**config.mk**
```make
export PLATFORM = sky130hd
export DESIGN_NAME = dma_transfer_sequencer_flat
export DESIGN_NICKNAME = d
export VERILOG_FILES = /design/src/rtl/dma_transfer_sequencer_if.sv /design/src/rtl/dma_transfer_sequencer.sv /design/src/flat_wrapper.sv
export SDC_FILE = /design/constraint.sdc
export NUM_CORES = 1
export LEC_CHECK = 0
export CAP_MARGIN = 20
export CORE_AREA = 2 2 120 122
export DETAILED_ROUTE_END_ITERATION = 10
export DIE_AREA = 0 0 122 124
export DONT_BUFFER_PORTS = 1
export GPL_TIMING_DRIVEN = 0
export HOLD_SLACK_MARGIN = 0.02
export SYNTH_ARGS = -nofsm -noshare
export SYNTH_HDL_FRONTEND = slang
export SYNTH_SLANG_ARGS = --single-unit
```
**constraint.sdc**
```tcl
create_clock -name clock -period 6.45 [get_ports clock]
set_input_delay 0.9675 -clock clock [delete_from_list [all_inputs] [get_ports clock]]
set_output_delay 0.9675 -clock clock [all_outputs]
set_load 0.02 [all_outputs]
```
**src/rtl/dma_transfer_sequencer_if.sv**
```systemverilog
// Bus-side signals of the DMA sequencer: DREQ/DACK, HRQ/HLDA, READY,
// address strobe and the four active-low command strobes.
interface dma_transfer_sequencer_if;
  logic [3:0] dma_request;
  logic [3:0] dma_acknowledge_n;
  logic       hold_request;
  logic       hold_acknowledge;
  logic       ready;
  logic       address_strobe;
  logic [1:0] active_channel;
  logic       io_read_n;
  logic       io_write_n;
  logic       memory_read_n;
  logic       memory_write_n;
  logic       terminal_count;

  modport master (
    input  dma_request, hold_acknowledge, ready,
    output dma_acknowledge_n, hold_request, address_strobe, active_channel,
           io_read_n, io_write_n, memory_read_n, memory_write_n, terminal_count
  );

  modport slave (
    output dma_request, hold_acknowledge, ready,
    input  dma_acknowledge_n, hold_request, address_strobe, active_channel,
           io_read_n, io_write_n, memory_read_n, memory_write_n, terminal_count
  );
endinterface

```
**src/rtl/dma_transfer_sequencer.sv**
```systemverilog
// Single-transfer DMA sequencer for four XT-style channels: priority resolve,
// HRQ/HLDA handshake, one S0..S4 bus cycle per grant, per-channel counters with TC.
module dma_transfer_sequencer #(
  parameter int COUNT_WIDTH = 16
) (
  input  logic                      clock,
  input  logic                      reset,
  dma_transfer_sequencer_if.master  bus,
  input  logic [3:0]                external_mask,
  input  logic                      rotating_priority,
  input  logic [3:0]                channel_to_memory,
  input  logic                      count_load,
  input  logic [1:0]                count_channel,
  input  logic [COUNT_WIDTH-1:0]    count_value,
  output logic [3:0]                tc_status,
  output logic [3:0]                auto_mask
);

  typedef enum logic [2:0] {
    ST_IDLE = 3'd0,
    ST_S0   = 3'd1,
    ST_S1   = 3'd2,
    ST_S2   = 3'd3,
    ST_S3   = 3'd4,
    ST_S4   = 3'd5
  } state_t;

  state_t                 state_r;
  state_t                 state_next_s;
  logic [1:0]             channel_r;
  logic [1:0]             priority_r;
  logic                   to_memory_r;
  logic [1:0]             base_s;
  logic [1:0]             winner_s;
  logic [3:0]             eligible_s;
  logic                   any_eligible_s;
  logic [3:0]             tc_status_r;
  logic [3:0]             auto_mask_r;
  logic [COUNT_WIDTH-1:0] count_r [4];

  logic       hold_request_s;
  logic [3:0] dack_n_s;
  logic       address_strobe_s;
  logic       io_read_n_s;
  logic       io_write_n_s;
  logic       memory_read_n_s;
  logic       memory_write_n_s;
  logic       terminal_count_s;

  // Eligible requests and the winner; the downward scan leaves the lowest offset from base
  always_comb begin
    eligible_s     = bus.dma_request & ~external_mask & ~auto_mask_r;
    any_eligible_s = |eligible_s;
    base_s         = rotating_priority ? priority_r : 2'd0;
    winner_s       = base_s;
    for (int k = 3; k >= 0; k--) begin
      if (eligible_s[base_s + 2'(k)]) begin
        winner_s = base_s + 2'(k);
      end else begin
        winner_s = winner_s;
      end
    end
  end

  // State register, granted channel, latched direction and rotation pointer
  always_ff @(posedge clock) begin
    if (reset) begin
      state_r     <= ST_IDLE;
      channel_r   <= 2'd0;
      to_memory_r <= 1'b0;
      priority_r  <= 2'd0;
    end else begin
      state_r <= state_next_s;
      if ((state_r == ST_IDLE) && (state_next_s == ST_S0)) begin
        channel_r   <= winner_s;
        to_memory_r <= channel_to_memory[winner_s];
      end
      if (state_r == ST_S4) begin
        priority_r <= channel_r + 2'd1;
      end
    end
  end

  // Next-state logic; once past S0 the cycle runs to completion
  always_comb begin
    state_next_s = state_r;
    case (state_r)
      ST_IDLE: begin
        if (any_eligible_s) begin
          state_next_s = ST_S0;
        end else begin
          state_next_s = ST_IDLE;
        end
      end
      ST_S0: begin
        if (!eligible_s[channel_r]) begin
          state_next_s = ST_IDLE;
        end else if (bus.hold_acknowledge) begin
          state_next_s = ST_S1;
        end else begin
          state_next_s = ST_S0;
        end
      end
      ST_S1:   state_next_s = ST_S2;
      ST_S2:   state_next_s = ST_S3;
      ST_S3: begin
        if (bus.ready) begin
          state_next_s = ST_S4;
        end else begin
          state_next_s = ST_S3;
        end
      end
      ST_S4:   state_next_s = ST_IDLE;
      default: state_next_s = ST_IDLE;
    endcase
  end

  // Moore output decode from registered state, channel and direction
  always_comb begin
    hold_request_s   = (state_r != ST_IDLE);
    dack_n_s         = 4'hF;
    address_strobe_s = (state_r == ST_S1);
    io_read_n_s      = 1'b1;
    io_write_n_s     = 1'b1;
    memory_read_n_s  = 1'b1;
    memory_write_n_s = 1'b1;
    terminal_count_s = 1'b0;
    case (state_r)
      ST_S1: dack_n_s[channel_r] = 1'b0;
      ST_S2: begin
        dack_n_s[channel_r] = 1'b0;
        io_read_n_s         = ~to_memory_r;
        memory_read_n_s     = to_memory_r;
      end
      ST_S3: begin
        dack_n_s[channel_r] = 1'b0;
        io_read_n_s         = ~to_memory_r;
        memory_read_n_s     = to_memory_r;
        memory_write_n_s    = ~to_memory_r;
        io_write_n_s        = to_memory_r;
      end
      ST_S4: begin
        dack_n_s[channel_r] = 1'b0;
        terminal_count_s    = (count_r[channel_r] == {COUNT_WIDTH{1'b0}});
      end
      default: dack_n_s = 4'hF;
    endcase
  end

  // Transfer counters, sticky TC flags and auto-mask; a load beats the S4 decrement
  always_ff @(posedge clock) begin
    if (reset) begin
      for (int i = 0; i < 4; i++) begin
        count_r[i] <= {COUNT_WIDTH{1'b0}};
      end
      tc_status_r <= 4'h0;
      auto_mask_r <= 4'h0;
    end else begin
      for (int i = 0; i < 4; i++) begin
        if (count_load && (count_channel == 2'(i))) begin
          count_r[i]     <= count_value;
          tc_status_r[i] <= 1'b0;
          auto_mask_r[i] <= 1'b0;
        end else if ((state_r == ST_S4) && (channel_r == 2'(i))) begin
          count_r[i] <= count_r[i] - {{(COUNT_WIDTH-1){1'b0}}, 1'b1};
          if (count_r[i] == {COUNT_WIDTH{1'b0}}) begin
            tc_status_r[i] <= 1'b1;
            auto_mask_r[i] <= 1'b1;
          end else begin
            tc_status_r[i] <= tc_status_r[i];
            auto_mask_r[i] <= auto_mask_r[i];
          end
        end else begin
          count_r[i] <= count_r[i];
        end
      end
    end
  end

  assign bus.hold_request      = hold_request_s;
  assign bus.dma_acknowledge_n = dack_n_s;
  assign bus.address_strobe    = address_strobe_s;
  assign bus.active_channel    = channel_r;
  assign bus.io_read_n         = io_read_n_s;
  assign bus.io_write_n        = io_write_n_s;
  assign bus.memory_read_n     = memory_read_n_s;
  assign bus.memory_write_n    = memory_write_n_s;
  assign bus.terminal_count    = terminal_count_s;
  assign tc_status             = tc_status_r;
  assign auto_mask             = auto_mask_r;

endmodule

```
**src/flat_wrapper.sv**
```systemverilog
// flat-port wrapper written by rule: the top's interface ports become plain ports
module dma_transfer_sequencer_flat 
#(
  parameter int COUNT_WIDTH = 16
)
  (clock, reset, external_mask, rotating_priority, channel_to_memory, count_load, count_channel, count_value, tc_status, auto_mask, bus_dma_request, bus_hold_acknowledge, bus_ready, bus_dma_acknowledge_n, bus_hold_request, bus_address_strobe, bus_active_channel, bus_io_read_n, bus_io_write_n, bus_memory_read_n, bus_memory_write_n, bus_terminal_count);
  dma_transfer_sequencer_if bus_i ();
  input  logic clock;
  input  logic reset;
  input  logic [3:0] external_mask;
  input  logic rotating_priority;
  input  logic [3:0] channel_to_memory;
  input  logic count_load;
  input  logic [1:0] count_channel;
  input  logic [COUNT_WIDTH-1:0] count_value;
  output logic [3:0] tc_status;
  output logic [3:0] auto_mask;
  input wire logic [$bits(bus_i.dma_request)-1:0] bus_dma_request;
  input wire logic [$bits(bus_i.hold_acknowledge)-1:0] bus_hold_acknowledge;
  input wire logic [$bits(bus_i.ready)-1:0] bus_ready;
  output wire logic [$bits(bus_i.dma_acknowledge_n)-1:0] bus_dma_acknowledge_n;
  output wire logic [$bits(bus_i.hold_request)-1:0] bus_hold_request;
  output wire logic [$bits(bus_i.address_strobe)-1:0] bus_address_strobe;
  output wire logic [$bits(bus_i.active_channel)-1:0] bus_active_channel;
  output wire logic [$bits(bus_i.io_read_n)-1:0] bus_io_read_n;
  output wire logic [$bits(bus_i.io_write_n)-1:0] bus_io_write_n;
  output wire logic [$bits(bus_i.memory_read_n)-1:0] bus_memory_read_n;
  output wire logic [$bits(bus_i.memory_write_n)-1:0] bus_memory_write_n;
  output wire logic [$bits(bus_i.terminal_count)-1:0] bus_terminal_count;
  assign bus_i.dma_request = bus_dma_request;
  assign bus_i.hold_acknowledge = bus_hold_acknowledge;
  assign bus_i.ready = bus_ready;
  assign bus_dma_acknowledge_n = bus_i.dma_acknowledge_n;
  assign bus_hold_request = bus_i.hold_request;
  assign bus_address_strobe = bus_i.address_strobe;
  assign bus_active_channel = bus_i.active_channel;
  assign bus_io_read_n = bus_i.io_read_n;
  assign bus_io_write_n = bus_i.io_write_n;
  assign bus_memory_read_n = bus_i.memory_read_n;
  assign bus_memory_write_n = bus_i.memory_write_n;
  assign bus_terminal_count = bus_i.terminal_count;
  dma_transfer_sequencer #(.COUNT_WIDTH(COUNT_WIDTH)) u_core (.clock(clock), .reset(reset), .bus(bus_i), .external_mask(external_mask), .rotating_priority(rotating_priority), .channel_to_memory(channel_to_memory), .count_load(count_load), .count_channel(count_channel), .count_value(count_value), .tc_status(tc_status), .auto_mask(auto_mask));
endmodule
```
==> results.sh <==
export IMPL_status="finished clean"
export IMPL_pin_count=57
export IMPL_fp_dieH_um=124
export IMPL_postRouteAntennaNets=0
export IMPL_synth_async_reset_ratio=0
export IMPL_critPathKind="reg -> out"
export IMPL_timing_final_max_slew_violations=0
export IMPL_fp_dieW_um=122
export IMPL_cts_buffers=9
export IMPL_netlist_area_mm2=0.00477
export IMPL_ys_flop_type="edfxtp_1"
export IMPL_cts_tree="yes"
export IMPL_fin_crit_ps=3970
export IMPL_swShare=0.253
export IMPL_worst_path_max_fanout=5
export IMPL_cts_root_buf="clkbuf_16"
export IMPL_reg2reg_from="u_core.state_r[2]$_SDFF_PP0_"
export IMPL_wl_per_cell_um=17.1
export IMPL_min_from="u_core.priority_r[1]$_SDFFE_PP0N_"
export IMPL_coreArea_mm2=0.0137
export IMPL_final_nets=564
export IMPL_gr_total_overflow=0
export IMPL_drc=0
export IMPL_synthDistinctLibCells=54
export IMPL_holdBufCountCts=0
export IMPL_grt_max_degree=17
export IMPL_yosysSeqAreaShare=0.461
export IMPL_ir_worst_vdd_v=0.000119
export IMPL_path_clk_slew_ps=60
export IMPL_track_usage=0.168
export IMPL_relSlewSlack=0.403
export IMPL_synth_cells=509
export IMPL_critPathLaunchType="flop"
export IMPL_gp_congestion=0.834
export IMPL_fin_worst_skew_ps=7.88
export IMPL_start_util=0.348
export IMPL_p_int_uw=936
export IMPL_drtPass1Iterations=5
export IMPL_syn_nets=553
export IMPL_reg2reg_depth=7
export IMPL_finalCritPeriodShare=0.616
export IMPL_required_ps=5480
export IMPL_clock_sinks=78
export IMPL_postCtsSetupBuffers=0
export IMPL_hold_class="reg -> reg"
export IMPL_p_clk_frac=0.391
export IMPL_routed_wl_mm=12.0
export IMPL_synth_edf_count=64
export IMPL_cts_resized_gates=0
export IMPL_maxCapViolations=0
export IMPL_worstSkewPairLatency_ps=330
export IMPL_clockBufferDepth=2
export IMPL_holdWs_ps=530
export IMPL_p_per_area_mw_per_mm2=237
export IMPL_hold_viol=0
export IMPL_layout_drive_gt1_share=0.0667
export IMPL_area_growth_syn_to_layout_pct=10.7
export IMPL_min_path_cells=2
export IMPL_viasPerCell=5.43
export IMPL_crit_arrival_ps=3010
export IMPL_cp_end_kind="primary output"
export IMPL_rr_endpoint="u_core.count_r[0][8]$_SDFFCE_PP0P_"
export IMPL_cts_htree_levels=3
export IMPL_pwr_share_comb=0.105
export IMPL_drt_iter0_markers=241
export IMPL_ys_seq_elements=78
export IMPL_fmax_mhz=252
export IMPL_hpwl_mm=9.10
export IMPL_p_seq_frac=0.503
export IMPL_final_setup_tns_ps=0
export IMPL_syn_area_per_cell_um2=9.38
export IMPL_tightest_slew_ps=891
export IMPL_io_buffers=0
export IMPL_grt_setup_unrepaired="no"
export IMPL_regToRegSetupSlack_ps=3920
export IMPL_antenna_found_initial=0
export IMPL_p_leak_nw=1.78
export IMPL_setup_viol=0
export IMPL_n_antenna_cell=0
export IMPL_yosys_warnings=0
export IMPL_vias=3826
export IMPL_p_switching_uw=317
export IMPL_dieArea_mm2=0.0151
export IMPL_grt_pass1_vias=3799
export IMPL_grt_pass1_wl_mm=19.6
export IMPL_hold_path_end="u_core.priority_r[1]$_SDFFE_PP0N_"
export IMPL_rows=43
==> how the worst max path moves through the flow <==
stage | to | start | slack [ps]
4_1_cts | bus_terminal_count | u_core.count_r[3][4]$_DFFE_PP_ | 2460
3_5_place_dp | bus_terminal_count | u_core.count_r[3][4]$_DFFE_PP_ | 2830
5_1_grt | bus_terminal_count | u_core.count_r[1][5]$_SDFFCE_PP0P_ | 2300
3_3_place_gp | bus_terminal_count | u_core.count_r[3][4]$_DFFE_PP_ | 2830
6_report | bus_terminal_count | u_core.count_r[3][2]$_DFFE_PP_ | 2480
2_1_floorplan | bus_terminal_count | u_core.count_r[3][4]$_DFFE_PP_ | 3200
==> metrics by stage <==
step | total power [mW] | setup WS [ps] | std cells | util | instance area, µm²
after global placement | 0.767 | 2830 | 689 | 0.364 | 5000
after floorplan | 0.733 | 3200 | 509 | - | 4770
after detailed placement | 0.771 | 2830 | 689 | 0.364 | 5000
after global routing | 1.30 | 2300 | 705 | 0.385 | 5280
after CTS | 1.26 | 2460 | 705 | 0.385 | 5280
final | 1.25 | 2480 | 705 | 0.385 | 5280
==> critical path: stages (launching register included) <==
cell      delay [ps]
edfxtp_1         460
or4_4            540
or4_4            570
nor2_4           140
a31oi_1          160
a211oi_1         800
==> sequential cells by signal, indices dropped and copies added (netlist names), named ones only <==
register,cells
u_core.bus.active_channel,2
u_core.tc_status,1
u_core.count_r,64
u_core.auto_mask,3
u_core.state_r,3
u_core.to_memory_r,1
u_core.priority_r,2
==> final cells by class <==
| cell class | count | area (µm²) |
|---|---|---|
| fillers | 1371 | 8440 |
| multi-input cells | 394 | 2410 |
| flip-flops and latches | 78 | 2200 |
| clock buffers | 15 | 279 |
| well taps | 180 | 225 |
| plain buffers | 20 | 92.6 |
| inverters | 17 | 63.8 |
| clock inverters | 1 | 5.00 |
==> synth_stat cells (2+ instances only) <==
library cell / count / area share
edfxtp_1: 64 / 0.40
dfxtp_1: 14 / 0.059
or3b_1: 2 / 0.0037
nor3b_1: 5 / 0.0079
mux2i_1: 7 / 0.015
o31ai_1: 3 / 0.0047
a31oi_1: 7 / 0.0092
or4_4: 4 / 0.0094
a21o_1: 2 / 0.0031
nand2_1: 74 / 0.058
nor4_1: 10 / 0.013
a21oi_1: 19 / 0.020
nor3_1: 15 / 0.016
and3_1: 3 / 0.0039
buf_4: 4 / 0.0063
or2_2: 2 / 0.0026
xnor2_1: 29 / 0.053
nand3_1: 9 / 0.0094
a32o_1: 2 / 0.0042
o21ai_0: 39 / 0.041
inv_1: 17 / 0.013
nor2b_1: 7 / 0.0092
nor2_1: 55 / 0.043
ha_1: 8 / 0.021
or3b_2: 2 / 0.0037
nand3b_1: 4 / 0.0063
o22ai_1: 4 / 0.0052
a211oi_1: 8 / 0.013
nor4_2: 4 / 0.010
o21ai_1: 2 / 0.0021
or3_1: 5 / 0.0066
xor2_1: 24 / 0.044
o32ai_1: 3 / 0.0055
buf_2: 2 / 0.0021
clkbuf_1: 14 / 0.011
nand2b_1: 13 / 0.017
or4_1: 6 / 0.0094
==> kinds of logic (layout without fill, tap and decap cells) <==
family                     Yosys count  count (layout)  share of synthesized area
buffers and inverters               37              53                     0.0328
and+or+nand+nor                    227             227                      0.247
muxes                                7               7                     0.0147
AOI/OAI and AO/OA                   99              99                      0.126
adders and majority gates            8               8                     0.0210
xor gates and xnor gates            53              53                     0.0973
DFF                                 78              78                      0.461
==> cells in the final DEF (no fill, tap or decap), types with 3 or more instances in the layout <==
cell type / netlist / final
mux2i_1: 7 / 7
a31oi_1: 7 / 7
xor2_1: 24 / 24
nand2_1: 74 / 74
a21oi_1: 19 / 19
o21ai_0: 39 / 39
nor3_1: 15 / 15
clkbuf_16: 0 / 10
nand2b_1: 13 / 13
and3_1: 3 / 3
nor4_2: 4 / 4
o32ai_1: 3 / 3
buf_4: 4 / 4
clkbuf_1: 14 / 18
nor4_1: 10 / 10
nor2b_1: 7 / 7
nor3b_1: 5 / 5
nand3b_1: 4 / 4
o31ai_1: 3 / 3
a211oi_1: 8 / 8
nand3_1: 9 / 9
o22ai_1: 4 / 4
or3_1: 5 / 5
edfxtp_1: 64 / 64
dfxtp_1: 14 / 14
inv_1: 17 / 17
nor2_1: 55 / 55
or4_4: 4 / 4
xnor2_1: 29 / 29
ha_1: 8 / 8
or4_1: 6 / 6
==> routing by layer <==
layer  track usage  share of wire  up-vias
li1              -              -     1854
met1         0.215           0.44     1829
met2         0.282           0.48      115
met3        0.0266          0.042       28
met4        0.0754          0.032        0
met5             0              0        -
==> power by group through the flow <==
stage	Combinational, mW	Clock, mW	Sequential, mW
after detailed placement	0.131	0	0.640
after global placement	0.129	0	0.638
after CTS	0.132	0.496	0.630
after floorplan	0.104	0	0.629
final	0.132	0.490	0.631
after global routing	0.149	0.519	0.636
No activity file was read; power rests on OpenSTA's default activity.
